## src/rtl/temp_pkg.sv

```systemverilog
// Shared definitions for the temperature stabiliser: BCD field positions,
// ASCII constants and the validity / signed-ordering helpers.
package temp_pkg;

  localparam int SIGN_HI   = 15;
  localparam int SIGN_LO   = 12;
  localparam int TENS_HI   = 11;
  localparam int TENS_LO   = 8;
  localparam int UNITS_HI  = 7;
  localparam int UNITS_LO  = 4;
  localparam int TENTHS_HI = 3;
  localparam int TENTHS_LO = 0;

  localparam logic [7:0] ASC_SPACE = 8'h20;
  localparam logic [7:0] ASC_MINUS = 8'h2D;
  localparam logic [7:0] ASC_DOT   = 8'h2E;
  localparam logic [7:0] ASC_ZERO  = 8'h30;
  localparam logic [7:0] ASC_C     = 8'h43;

  function automatic logic bcd_valid(input logic [15:0] w);
    return (w[SIGN_HI:SIGN_LO]     <= 4'd1) &&
           (w[TENS_HI:TENS_LO]     <= 4'd9) &&
           (w[UNITS_HI:UNITS_LO]   <= 4'd9) &&
           (w[TENTHS_HI:TENTHS_LO] <= 4'd9);
  endfunction

  // Valid BCD digits order the same as plain binary, so the 12-bit magnitude
  // compares directly; a negative zero is folded onto positive zero.
  function automatic logic bcd_less(input logic [15:0] a, input logic [15:0] b);
    logic [11:0] ma;
    logic [11:0] mb;
    logic        an;
    logic        bn;
    ma = a[TENS_HI:TENTHS_LO];
    mb = b[TENS_HI:TENTHS_LO];
    an = a[SIGN_LO] && (ma != 12'd0);
    bn = b[SIGN_LO] && (mb != 12'd0);
    if (an && !bn)       return 1'b1;
    else if (!an && bn)  return 1'b0;
    else if (!an)        return ma < mb;
    else                 return ma > mb;
  endfunction

endpackage

```

## src/rtl/temp_char_fmt.sv

```systemverilog
// Combinational BCD word to ASCII character for one position of the
// 6-character string "sTU.tC"; shows " --.-C" when the word is not valid.
module temp_char_fmt
  import temp_pkg::*;
(
  input  logic [15:0] i_word,
  input  logic        i_valid,
  input  logic [2:0]  i_addr,
  output logic [7:0]  o_char
);

  logic [3:0] w_tens;
  logic [3:0] w_units;
  logic [3:0] w_tenths;

  assign w_tens   = i_word[TENS_HI:TENS_LO];
  assign w_units  = i_word[UNITS_HI:UNITS_LO];
  assign w_tenths = i_word[TENTHS_HI:TENTHS_LO];

  always_comb begin
    o_char = ASC_SPACE;
    case (i_addr)
      3'd0: o_char = (i_valid && i_word[SIGN_LO]) ? ASC_MINUS : ASC_SPACE;
      3'd1: begin
        if (!i_valid)            o_char = ASC_MINUS;
        else if (w_tens == 4'd0) o_char = ASC_SPACE;
        else                     o_char = ASC_ZERO + {4'd0, w_tens};
      end
      3'd2: o_char = i_valid ? (ASC_ZERO + {4'd0, w_units}) : ASC_MINUS;
      3'd3: o_char = ASC_DOT;
      3'd4: o_char = i_valid ? (ASC_ZERO + {4'd0, w_tenths}) : ASC_MINUS;
      3'd5: o_char = ASC_C;
      default: o_char = ASC_SPACE;
    endcase
  end

endmodule

```

## src/rtl/temp_stable_fmt.sv

```systemverilog
// Debounces the DS18B20 BCD temperature word by periodic sampling, tracks
// min/max of accepted values and serves an ASCII read port for the LCD.
module temp_stable_fmt
  import temp_pkg::*;
#(
  parameter int CLK_HZ    = 27_000_000,
  parameter int SAMPLE_MS = 10,
  parameter int STABLE_N  = 4
) (
  input  logic        clk,
  input  logic        rst,
  input  logic [15:0] temperature,
  input  logic        clr_minmax,
  input  logic [1:0]  char_sel,
  input  logic [2:0]  char_addr,
  output logic [7:0]  char_data,
  output logic        temp_valid,
  output logic [15:0] temp_bcd,
  output logic [15:0] min_bcd,
  output logic [15:0] max_bcd,
  output logic        updated
);

  localparam int PRESC_TERM = CLK_HZ / 1000 * SAMPLE_MS - 1;
  localparam int PW         = (PRESC_TERM > 0) ? $clog2(PRESC_TERM + 1) : 1;
  localparam logic [PW-1:0] PRESC_END = PW'(PRESC_TERM);
  localparam logic [3:0]    N4        = 4'(STABLE_N);

  logic [PW-1:0] r_presc;
  logic [15:0]   r_prev;
  logic [3:0]    r_cnt;
  logic          r_mm_valid;

  logic          w_tick;
  logic          w_samp_ok;
  logic [3:0]    w_cnt_next;
  logic          w_accept;
  logic [15:0]   w_fmt_word;
  logic          w_fmt_valid;
  logic [7:0]    w_fmt_char;

  assign w_tick    = (r_presc == PRESC_END);
  assign w_samp_ok = bcd_valid(temperature);

  always_comb begin
    w_cnt_next = r_cnt;
    if (!w_samp_ok)                 w_cnt_next = 4'd0;
    else if (temperature != r_prev) w_cnt_next = 4'd1;
    else if (r_cnt != N4)           w_cnt_next = r_cnt + 4'd1;
  end

  // Only the transition into saturation accepts; held repeats do not.
  assign w_accept = w_tick && (w_cnt_next == N4) && (r_cnt != N4);

  always_comb begin
    w_fmt_word  = temp_bcd;
    w_fmt_valid = temp_valid;
    case (char_sel)
      2'd1: begin w_fmt_word = min_bcd; w_fmt_valid = r_mm_valid; end
      2'd2: begin w_fmt_word = max_bcd; w_fmt_valid = r_mm_valid; end
      default: begin w_fmt_word = temp_bcd; w_fmt_valid = temp_valid; end
    endcase
  end

  temp_char_fmt u_fmt (
    .i_word  (w_fmt_word),
    .i_valid (w_fmt_valid),
    .i_addr  (char_addr),
    .o_char  (w_fmt_char)
  );

  always_ff @(posedge clk) begin
    if (rst) begin
      r_presc    <= '0;
      r_prev     <= 16'd0;
      r_cnt      <= 4'd0;
      r_mm_valid <= 1'b0;
      temp_valid <= 1'b0;
      temp_bcd   <= 16'd0;
      min_bcd    <= 16'd0;
      max_bcd    <= 16'd0;
      updated    <= 1'b0;
      char_data  <= ASC_SPACE;
    end else begin
      r_presc <= w_tick ? '0 : r_presc + 1'b1;
      updated <= 1'b0;
      if (w_tick) begin
        r_prev <= temperature;
        r_cnt  <= w_cnt_next;
      end
      if (w_accept) begin
        temp_bcd   <= temperature;
        temp_valid <= 1'b1;
        updated    <= !temp_valid || (temperature != temp_bcd);
      end
      // An accept in the same cycle as a clear restarts tracking at the new value.
      if (w_accept) begin
        if (!r_mm_valid || clr_minmax) begin
          min_bcd    <= temperature;
          max_bcd    <= temperature;
          r_mm_valid <= 1'b1;
        end else begin
          if (bcd_less(temperature, min_bcd)) min_bcd <= temperature;
          if (bcd_less(max_bcd, temperature)) max_bcd <= temperature;
        end
      end else if (clr_minmax) begin
        r_mm_valid <= 1'b0;
        min_bcd    <= 16'd0;
        max_bcd    <= 16'd0;
      end
      char_data <= (char_sel == 2'd3) ? ASC_SPACE : w_fmt_char;
    end
  end

endmodule

```

## config.mk

```make
export PLATFORM = sky130hd
export DESIGN_NAME = temp_stable_fmt
export DESIGN_NICKNAME = d
export VERILOG_FILES = /design/src/rtl/temp_pkg.sv /design/src/rtl/temp_char_fmt.sv /design/src/rtl/temp_stable_fmt.sv
export SDC_FILE = /design/constraint.sdc
export NUM_CORES = 1
export LEC_CHECK = 0
export ABC_AREA = 0
export BUFFER_PORTS_ARGS = -buffer_cell sky130_fd_sc_hd__buf_2
export CAP_MARGIN = 20
export CELL_PAD_IN_SITES_DETAIL_PLACEMENT = 0
export CELL_PAD_IN_SITES_GLOBAL_PLACEMENT = 1
export CORE_MARGIN = 3
export CORE_UTILIZATION = 38
export DETAILED_ROUTE_END_ITERATION = 16
export PLACE_DENSITY = 0.84
export SETUP_SLACK_MARGIN = 0.2
export SKIP_CTS_REPAIR_TIMING = 1
export SYNTH_ARGS = -nofsm -noshare
export SYNTH_HDL_FRONTEND = slang
export SYNTH_SLANG_ARGS = --single-unit
```

## constraint.sdc

```tcl
create_clock -name clk -period 2.2 [get_ports clk]
set_input_delay 0.33 -clock clk [delete_from_list [all_inputs] [get_ports clk]]
set_output_delay 0.33 -clock clk [all_outputs]
set_load 0.01 [all_outputs]
```

==> results of run 1 <==
## synth_stat cells (4+ instances only)
cell type   n
a21oi_1    51
a22oi_1    14
a31oi_1     6
and2_1      5
and3_1      5
buf_2       4
buf_6       5
clkbuf_1   25
dfxtp_1    97
ha_1       30
inv_1      48
nand2_1    80
nand2b_1   19
nand3_1    13
nand4_1     7
nor2_1     42
nor2b_1     7
nor3_1     10
nor3b_1     7
nor4_1     17
nor4_2      4
o21ai_0    25
o32ai_1    26
xnor2_1     9
xor2_1     40
## report_power, final
part	switching (mW)	internal [mW]
Sequential	0.00411	1.76
Clock	0.747	1.04
Combinational	0.247	0.167
Total	0.998	2.97
## worst paths after layout
path | startpoint | end | slack (ps) | cells past startpoint
max | r_cnt[1]$_SDFFE_PP0N_ | min_bcd[11]$_SDFFE_PP0P_ | -80 | 10
min | temperature[2] | r_prev[2]$_SDFFE_PP0N_ | 340 | 3
max reg2reg | r_cnt[1]$_SDFFE_PP0N_ | min_bcd[11]$_SDFFE_PP0P_ | -80 | 10
min reg2reg | r_prev[14]$_SDFFE_PP0N_ | r_prev[14]$_SDFFE_PP0N_ | 480 | 2
## area by class of cell
class | instances | area [um2]
Multi-Input combinational cell | 453 | 3530
Inverter | 48 | 183
Fill cell | 1165 | 5920
Clock buffer | 10 | 239
Clock inverter | 6 | 97.6
Sequential cell | 97 | 1960
Timing Repair Buffer | 180 | 1250
Tap cell | 176 | 220
## through the flow
| stage | util | TNS, ps | setup slack [ps] |
|---|---|---|---|
| after floorplan | - | -415 | -32.0 |
| after global placement | 0.479 | -5200 | -192 |
| after detailed placement | 0.479 | -6120 | -260 |
| after CTS | 0.504 | -2660 | -146 |
| after global routing | 0.558 | -2190 | -150 |
| final | 0.558 | -872 | -84.7 |
## logic make-up (layout without fill, tap and decap cells)
| logic type | count (synthesis) | in the layout | synth area share |
|---|---|---|---|
| compound gates | 138 | 138 | 0.167 |
| mux | 1 | 1 | 0.00191 |
| other cells | 1 | 1 | 0.000714 |
| flops | 97 | 97 | 0.370 |
| simple gates | 233 | 234 | 0.229 |
| xor+xnor | 49 | 49 | 0.0817 |
| buf+inv | 90 | 244 | 0.0788 |
| fa+ha+maj | 30 | 30 | 0.0714 |
## worst min-delay path, stage by stage
cell and delay [ps]:
buf_2 180, nand2_1 90, a21oi_1 60
## flip-flops by register name, indices dropped and copies added (netlist names)
register / flops
char_data: 7
max_bcd: 16
min_bcd: 16
r_cnt: 4
r_mm_valid: 1
r_presc: 19
r_prev: 16
temp_bcd: 16
temp_valid: 1
updated: 1
## metal layers
metal / share of wire / track usage / routed length (um)
met5: 0 / 0 / 0
met4: 0.038 / 0.0962 / 674
met3: 0.086 / 0.0413 / 1520
met2: 0.46 / 0.344 / 8180
met1: 0.41 / 0.287 / 7270
==> results_dict.tcl, run 1 <==
set metrics [dict create \
    startpoint_type "flop" \
    cp_max_fo 6 \
    rsz0062_at_grt "true" \
    power_density_mw_per_mm2 531 \
    cts_tree "built" \
    required_ps 2430 \
    critical_path_class "flop to flop" \
    cp_num_buf_inv 2 \
    synth_ff_type "dfxtp_1" \
    grt_pass1_wl_um 25500 \
    clock_latency_ps 360 \
    status "complete, but fails checks" \
    cts-root-buf "clkbuf_16" \
    layout-drive-gt1-share 0.394 \
    drt_iter0_markers 334 \
    hold-worst-slack_ps 342 \
    chipHeight_um 124 \
    async_flop_share 0 \
    grt_antenna_before_repair 0 \
    power_leakage_nw 3.04 \
    power_mw 3.97 \
    core_area_mm2 0.0134 \
    area_delta_synth_final_pct 42.4 \
    ys_seq_area_frac 0.370 \
    path_common_cell "or3_4" \
    drcViolationCount 0 \
    hp-class "input pin to flop" \
    rows 42 \
    grt_pass1_vias 4993 \
    critPathSlowestCell "dfxtp_2" \
    finalSetupViolations 17 \
    initial_core_util 0.392 \
    ctsHtreeMaxLevel 3 \
    syn_nets 693 \
    cap_violations 0 \
    routed_wl_um 17600 \
    drt-wirelength-per-cell_um 18.2 \
    io_pins 82 \
    synthCells 639 \
    clk_pin_slew_ps 70 \
    gp_congestion 1.01 \
    fin_ws_ps -84.7 \
    routed_via_density 5.55 \
    vias 5380 \
    numPlacedInstances 944 \
    end_kind "flop" \
    layout.nets 843 \
    layout_commonest_cell "buf_4" \
    post-synth-top-area-fraction 0.370 \
    clock_path_buffers 2 \
    cts_made_buffers 9 \
    fin_skew_ps 9.32 \
    synth_edf_count 0 \
    die_area_mm2 0.0153 \
    slowest_delay_ps 370 \
    cp_top_family "simple AND/OR/NAND/NOR gates" \
    final_max_slew_viol_count 0 \
    synth_warnings 0 \
    fin_cells 970 \
    post-route-period-util 1.04 \
    yosysUniqueCellTypes 51 \
    ant_nets 0 \
    min_period_ps 2280 \
    diodes 0 \
    overflow 0 \
    vdd_drop_max_uv 532 \
    grt_max_degree 54 \
    most-common-layout-cells "buf_4 (88), dfxtp_1 (81), buf_2 (80), nand2_1 (72)" \
    ys_ff_latch 97 \
    critical_path.cell_chain "inv_2 > ha_4 > or3_4 > a21oi_4 > o21ai_2 > or3_4 > nand2b_4 > and3_4 > clkbuf_16 > o32ai_2" \
    synth_area_leaders "dfxtp_1 (37%), ha_1 (7.1%), xor2_1 (6.7%), nand2_1 (5.7%), a21oi_1 (4.9%)" \
    placed_area_mm2 0.00642 \
    violations "negative setup slack" \
    grtUsageTotal 0.217 \
    critPathArrivalTime_ps 2520 \
    die_w_um 124 \
    synth_top_area_cell "dfxtp_1" \
    fmax_ghz 0.438 \
    hpwl_um 12500 \
    finalInstanceArea_mm2 0.00748 \
    avgSynthCellArea_um2 8.22 \
    clock_sinks 97 \
    port_buffers 80 \
    hold_viol_final 0 \
    synth_area_mm2 0.00525 \
    firstDrtPassIters 5 \
]
Note: power is estimated with default switching activity, not from simulation.
==> run 2: changes to the inputs <==
CORE_MARGIN = 5   (was 3)
==> results_dict.tcl, run 2 (synthesized netlist as in run 1, its figures left out) <==
set metrics [dict create \
    area_delta_synth_final_pct 41.9 \
    overflow 0 \
    core_area_mm2 0.0137 \
    chipHeight_um 128 \
    largest_reg_flops 19 \
    top_register "r_presc" \
    grt_max_degree 25 \
    switching_share 0.264 \
    finalSetupViolations 17 \
    layout_commonest_cell "dfxtp_1" \
    hold-worst-slack_ps 268 \
    drcViolationCount 0 \
    hpwl_um 12700 \
    cellInternalPower_mw 2.70 \
    fmax_ghz 0.443 \
    most-common-layout-cells "dfxtp_1 (84), buf_2 (80), buf_4 (76), nand2_1 (65), nor2_1 (41)" \
    critical_path.cell_chain "inv_2 > ha_4 > nor2b_4 > o211ai_1 > a21oi_2 > a2111oi_4 > or3_4 > and3_4 > buf_8 > o32ai_4" \
    firstDrtPassIters 5 \
    ant_nets 0 \
    port_buffers 80 \
    final_max_slew_viol_count 0 \
    gp_congestion 0.930 \
    rows 43 \
    rsz0062_at_grt "true" \
    critPathSlowestCell "or3_4" \
    initial_core_util 0.383 \
    critical_path_class "flop to flop" \
    fin_skew_ps 11.5 \
    cp_max_fo 8 \
    status "complete, but fails checks" \
    cts_tree "built" \
    vdd_drop_max_uv 336 \
    reg2reg_slack_ps -60 \
    finalInstanceArea_mm2 0.00746 \
    fin_cells 965 \
    violations "negative setup slack" \
    power_frac_clock 0.402 \
    grt_antenna_before_repair 0 \
    startpoint_type "flop" \
    min_path_cells 3 \
    setup_tns_ps -496 \
    layout.nets 834 \
    cp_num_buf_inv 2 \
    cts-root-buf "clkbuf_16" \
    fin_ws_ps -57.0 \
    p_seq_frac 0.483 \
    drt_iter0_markers 500 \
    hold_path_end "r_prev[14]$_SDFFE_PP0N_" \
    die_area_mm2 0.0163 \
    reg2reg_depth 10 \
    power_mw 3.66 \
    routed_via_density 5.46 \
    io_pins 82 \
    placed_area_mm2 0.00640 \
    min_period_ps 2260 \
    hold_viol_final 0 \
    clk_pin_slew_ps 70 \
    grt_pass1_vias 5087 \
    cap_violations 0 \
    diodes 0 \
    numPlacedInstances 942 \
    post-route-period-util 1.03 \
    power_density_mw_per_mm2 491 \
    die_w_um 128 \
    layout-drive-gt1-share 0.390 \
    r2r-start "min_bcd[1]$_SDFFE_PP0P_" \
    drt-wirelength-per-cell_um 18.1 \
    end_kind "flop" \
    vias 5267 \
    clock_path_buffers 2 \
    r2r_end "min_bcd[5]$_SDFFE_PP0P_" \
    hp-class "input pin to flop" \
    min_from "temperature[14]" \
    cts_made_buffers 9 \
    slowest_delay_ps 380 \
    clock_sinks 97 \
    slew_headroom 0.608 \
    clock_latency_ps 350 \
    critPathArrivalTime_ps 2500 \
    ctsHtreeMaxLevel 3 \
    grtUsageTotal 0.202 \
    cp_top_family "simple AND/OR/NAND/NOR gates" \
    worstMarginPinSlew_ps 589 \
    p_switching_mw 0.965 \
    grt_pass1_wl_um 26100 \
    power_leakage_nw 3.05 \
    p_comb_frac 0.114 \
    routed_wl_um 17500 \
    required_ps 2440 \
]
-- run 2: worst max path at each step --
stage | start | end | slack (ps) | cells past startpoint
final | min_bcd[1]$_SDFFE_PP0P_ | min_bcd[5]$_SDFFE_PP0P_ | -60 | 10
after global routing | min_bcd[1]$_SDFFE_PP0P_ | min_bcd[5]$_SDFFE_PP0P_ | -160 | 10
after CTS | min_bcd[1]$_SDFFE_PP0P_ | min_bcd[5]$_SDFFE_PP0P_ | -120 | 10
after detailed placement | temperature[5] | max_bcd[7]$_SDFFE_PP0P_ | -240 | 9
after global placement | temperature[5] | max_bcd[7]$_SDFFE_PP0P_ | -160 | 9
after floorplan | r_cnt[1]$_SDFFE_PP0N_ | max_bcd[10]$_SDFFE_PP0P_ | -30 | 12
-- run 2: per-layer routing --
layer,part of all wire,track usage,vias up
li1,-,-,2514
met1,0.42,0.264,2512
met2,0.47,0.332,205
met3,0.078,0.0389,36
met4,0.032,0.0793,0
met5,0,0,-
-- run 2: worst min-delay path, stage by stage --
cell and delay (ps):
buf_2 130, nand2_1 60, a21oi_1 50
-- run 2: through the flow --
stage | util | worst slack, ps
finish | 0.544 | -57.0
floorplan | - | -32.0
detailed placement | 0.466 | -242
global placement | 0.466 | -162
CTS | 0.486 | -119
global route | 0.544 | -155
-- run 2: power groups by stage --
stage | Clock, mW | Sequential [mW] | Combinational, mW
3_3_place_gp | 0 | 1.81 | 0.343
6_report | 1.47 | 1.77 | 0.419
5_1_grt | 1.58 | 1.77 | 0.449
3_5_place_dp | 0 | 1.81 | 0.349
2_1_floorplan | 0 | 1.81 | 0.214
4_1_cts | 1.51 | 1.77 | 0.351
-- run 2: final cells by class --
class | count | area, um2
Fill cell | 1239 | 6260
Multi-Input combinational cell | 453 | 3610
Sequential cell | 97 | 1960
Timing Repair Buffer | 171 | 1210
Clock buffer | 10 | 229
Tap cell | 180 | 225
Inverter | 48 | 180
Clock inverter | 6 | 42.5
==> run 3: changes to the inputs <==
SETUP_SLACK_MARGIN = 0.5   (was 0.2)
==> results_dict.tcl, run 3 (synthesized netlist as in run 1, its figures left out) <==
set metrics [dict create \
    most-common-layout-cells "buf_4 (93), dfxtp_1 (79), buf_2 (79), nand2_1 (77), a21oi_1 (43)" \
    cts-root-buf "clkbuf_16" \
    firstDrtPassIters 5 \
    top_register "r_presc" \
    cp_top_family "simple AND/OR/NAND/NOR gates" \
    rows 43 \
    grt_pass1_vias 5074 \
    port_buffers 80 \
    grt_antenna_before_repair 0 \
    ctsHtreeMaxLevel 3 \
    reg2reg_slack_ps -40 \
    clk_pin_slew_ps 70 \
    finalSetupViolations 9 \
    slowest_delay_ps 380 \
    routed_via_density 5.45 \
    clock_sinks 97 \
    min_period_ps 2240 \
    crit_cells 10 \
    r2r-start "min_bcd[6]$_SDFFE_PP0P_" \
    crit_path_start "min_bcd[6]$_SDFFE_PP0P_" \
    die_w_um 128 \
    fmax_ghz 0.446 \
    critPathArrivalTime_ps 2510 \
    power_density_mw_per_mm2 498 \
    power_mw 3.74 \
    io_pins 82 \
    ant_nets 0 \
    power_leakage_nw 3.04 \
    worstMarginPinSlew_ps 730 \
    chipHeight_um 128 \
    fin_ws_ps -39.9 \
    rsz0062_at_grt "true" \
    grt_max_degree 33 \
    dpl_worst_slack_ps -348 \
    critPathSlowestCell "or3_4" \
    required_ps 2470 \
    min_path_cells 3 \
    violations "negative setup slack" \
    diodes 0 \
    cp_max_fo 6 \
    core_area_mm2 0.0137 \
    post-route-period-util 1.02 \
    cp-endpoint "min_bcd[8]$_SDFFE_PP0P_" \
    drt_iter0_markers 357 \
    grtUsageTotal 0.202 \
    end_kind "flop" \
    drt-wirelength-per-cell_um 18.1 \
    vdd_drop_max_uv 297 \
    fin_cells 982 \
    layout-drive-gt1-share 0.398 \
    fin_skew_ps 8.36 \
    critical_path.cell_chain "inv_1 > ha_1 > and4_1 > nand2_1 > a21oi_2 > a2111oi_4 > or3_4 > and3_4 > clkbuf_16 > o32ai_1" \
    cap_violations 0 \
    reg2reg_depth 10 \
    gp_congestion 0.868 \
    clock_path_buffers 2 \
    critical_path_class "flop to flop" \
    largest_reg_flops 19 \
    vias 5356 \
    slew_headroom 0.514 \
    layout.nets 851 \
    cts_tree "built" \
    hold-worst-slack_ps 267 \
    startpoint_type "flop" \
    drcViolationCount 0 \
    overflow 0 \
    final_max_slew_viol_count 0 \
    layout_commonest_cell "buf_4" \
    r2r_end "min_bcd[8]$_SDFFE_PP0P_" \
    hold_viol_final 0 \
    numPlacedInstances 948 \
    routed_wl_um 17800 \
    area_delta_synth_final_pct 43.0 \
    status "complete, but fails checks" \
    grt_pass1_wl_um 26200 \
    hp-class "input pin to flop" \
    hpwl_um 13000 \
    clock_latency_ps 360 \
    cp_num_buf_inv 2 \
    initial_core_util 0.383 \
    cts_made_buffers 9 \
    die_area_mm2 0.0163 \
]
[run 3: cell type report]
cell class,count,area [um2]
clock buffer,9,225
timing repair buffer,188,1330
fill,1251,6200
tap,180,225
inverter,48,183
multi-input combinational,453,3530
clock inverter,7,61.3
sequential,97,1970
[run 3: worst min-delay path by stage]
stage | startpoint | to | slack [ps]
final | temperature[8] | r_prev[8]$_SDFFE_PP0N_ | 270
after global routing | temperature[8] | r_prev[8]$_SDFFE_PP0N_ | 260
after CTS | temperature[8] | r_prev[8]$_SDFFE_PP0N_ | 250
after detailed placement | r_prev[0]$_SDFFE_PP0N_ | r_prev[0]$_SDFFE_PP0N_ | 460
after global placement | r_prev[9]$_SDFFE_PP0N_ | r_prev[9]$_SDFFE_PP0N_ | 450
after floorplan | r_presc[0]$_SDFF_PP0_ | r_presc[0]$_SDFF_PP0_ | 430
[run 3: power by group]
| group | internal [mW] | total [mW] | leakage (nW) | switching [mW] |
|---|---|---|---|---|
| Sequential | 1.76 | 1.77 | 0.791 | 0.00463 |
| Combinational | 0.176 | 0.429 | 2.10 | 0.253 |
| Clock | 0.791 | 1.54 | 0.140 | 0.752 |
| Total | 2.73 | 3.74 | 3.04 | 1.01 |
[run 3: tightest hold or removal path, stage by stage]
cell,delay (ps)
buf_2,140
nand2_1,60
a21oi_1,50
[run 3: through the flow]
step | setup TNS, ps | util | instance area [um2]
4_1_cts | -4440 | 0.490 | 6730
3_5_place_dp | -8770 | 0.469 | 6440
2_1_floorplan | -415 | - | 5400
6_report | -182 | 0.548 | 7510
3_3_place_gp | -7650 | 0.469 | 6440
5_1_grt | -1420 | 0.548 | 7510
[run 3: layer usage]
metal | share of wire | global-route usage
met1 | 0.43 | 0.263
met2 | 0.48 | 0.330
met3 | 0.067 | 0.0514
met4 | 0.021 | 0.0630
met5 | 0 | 0
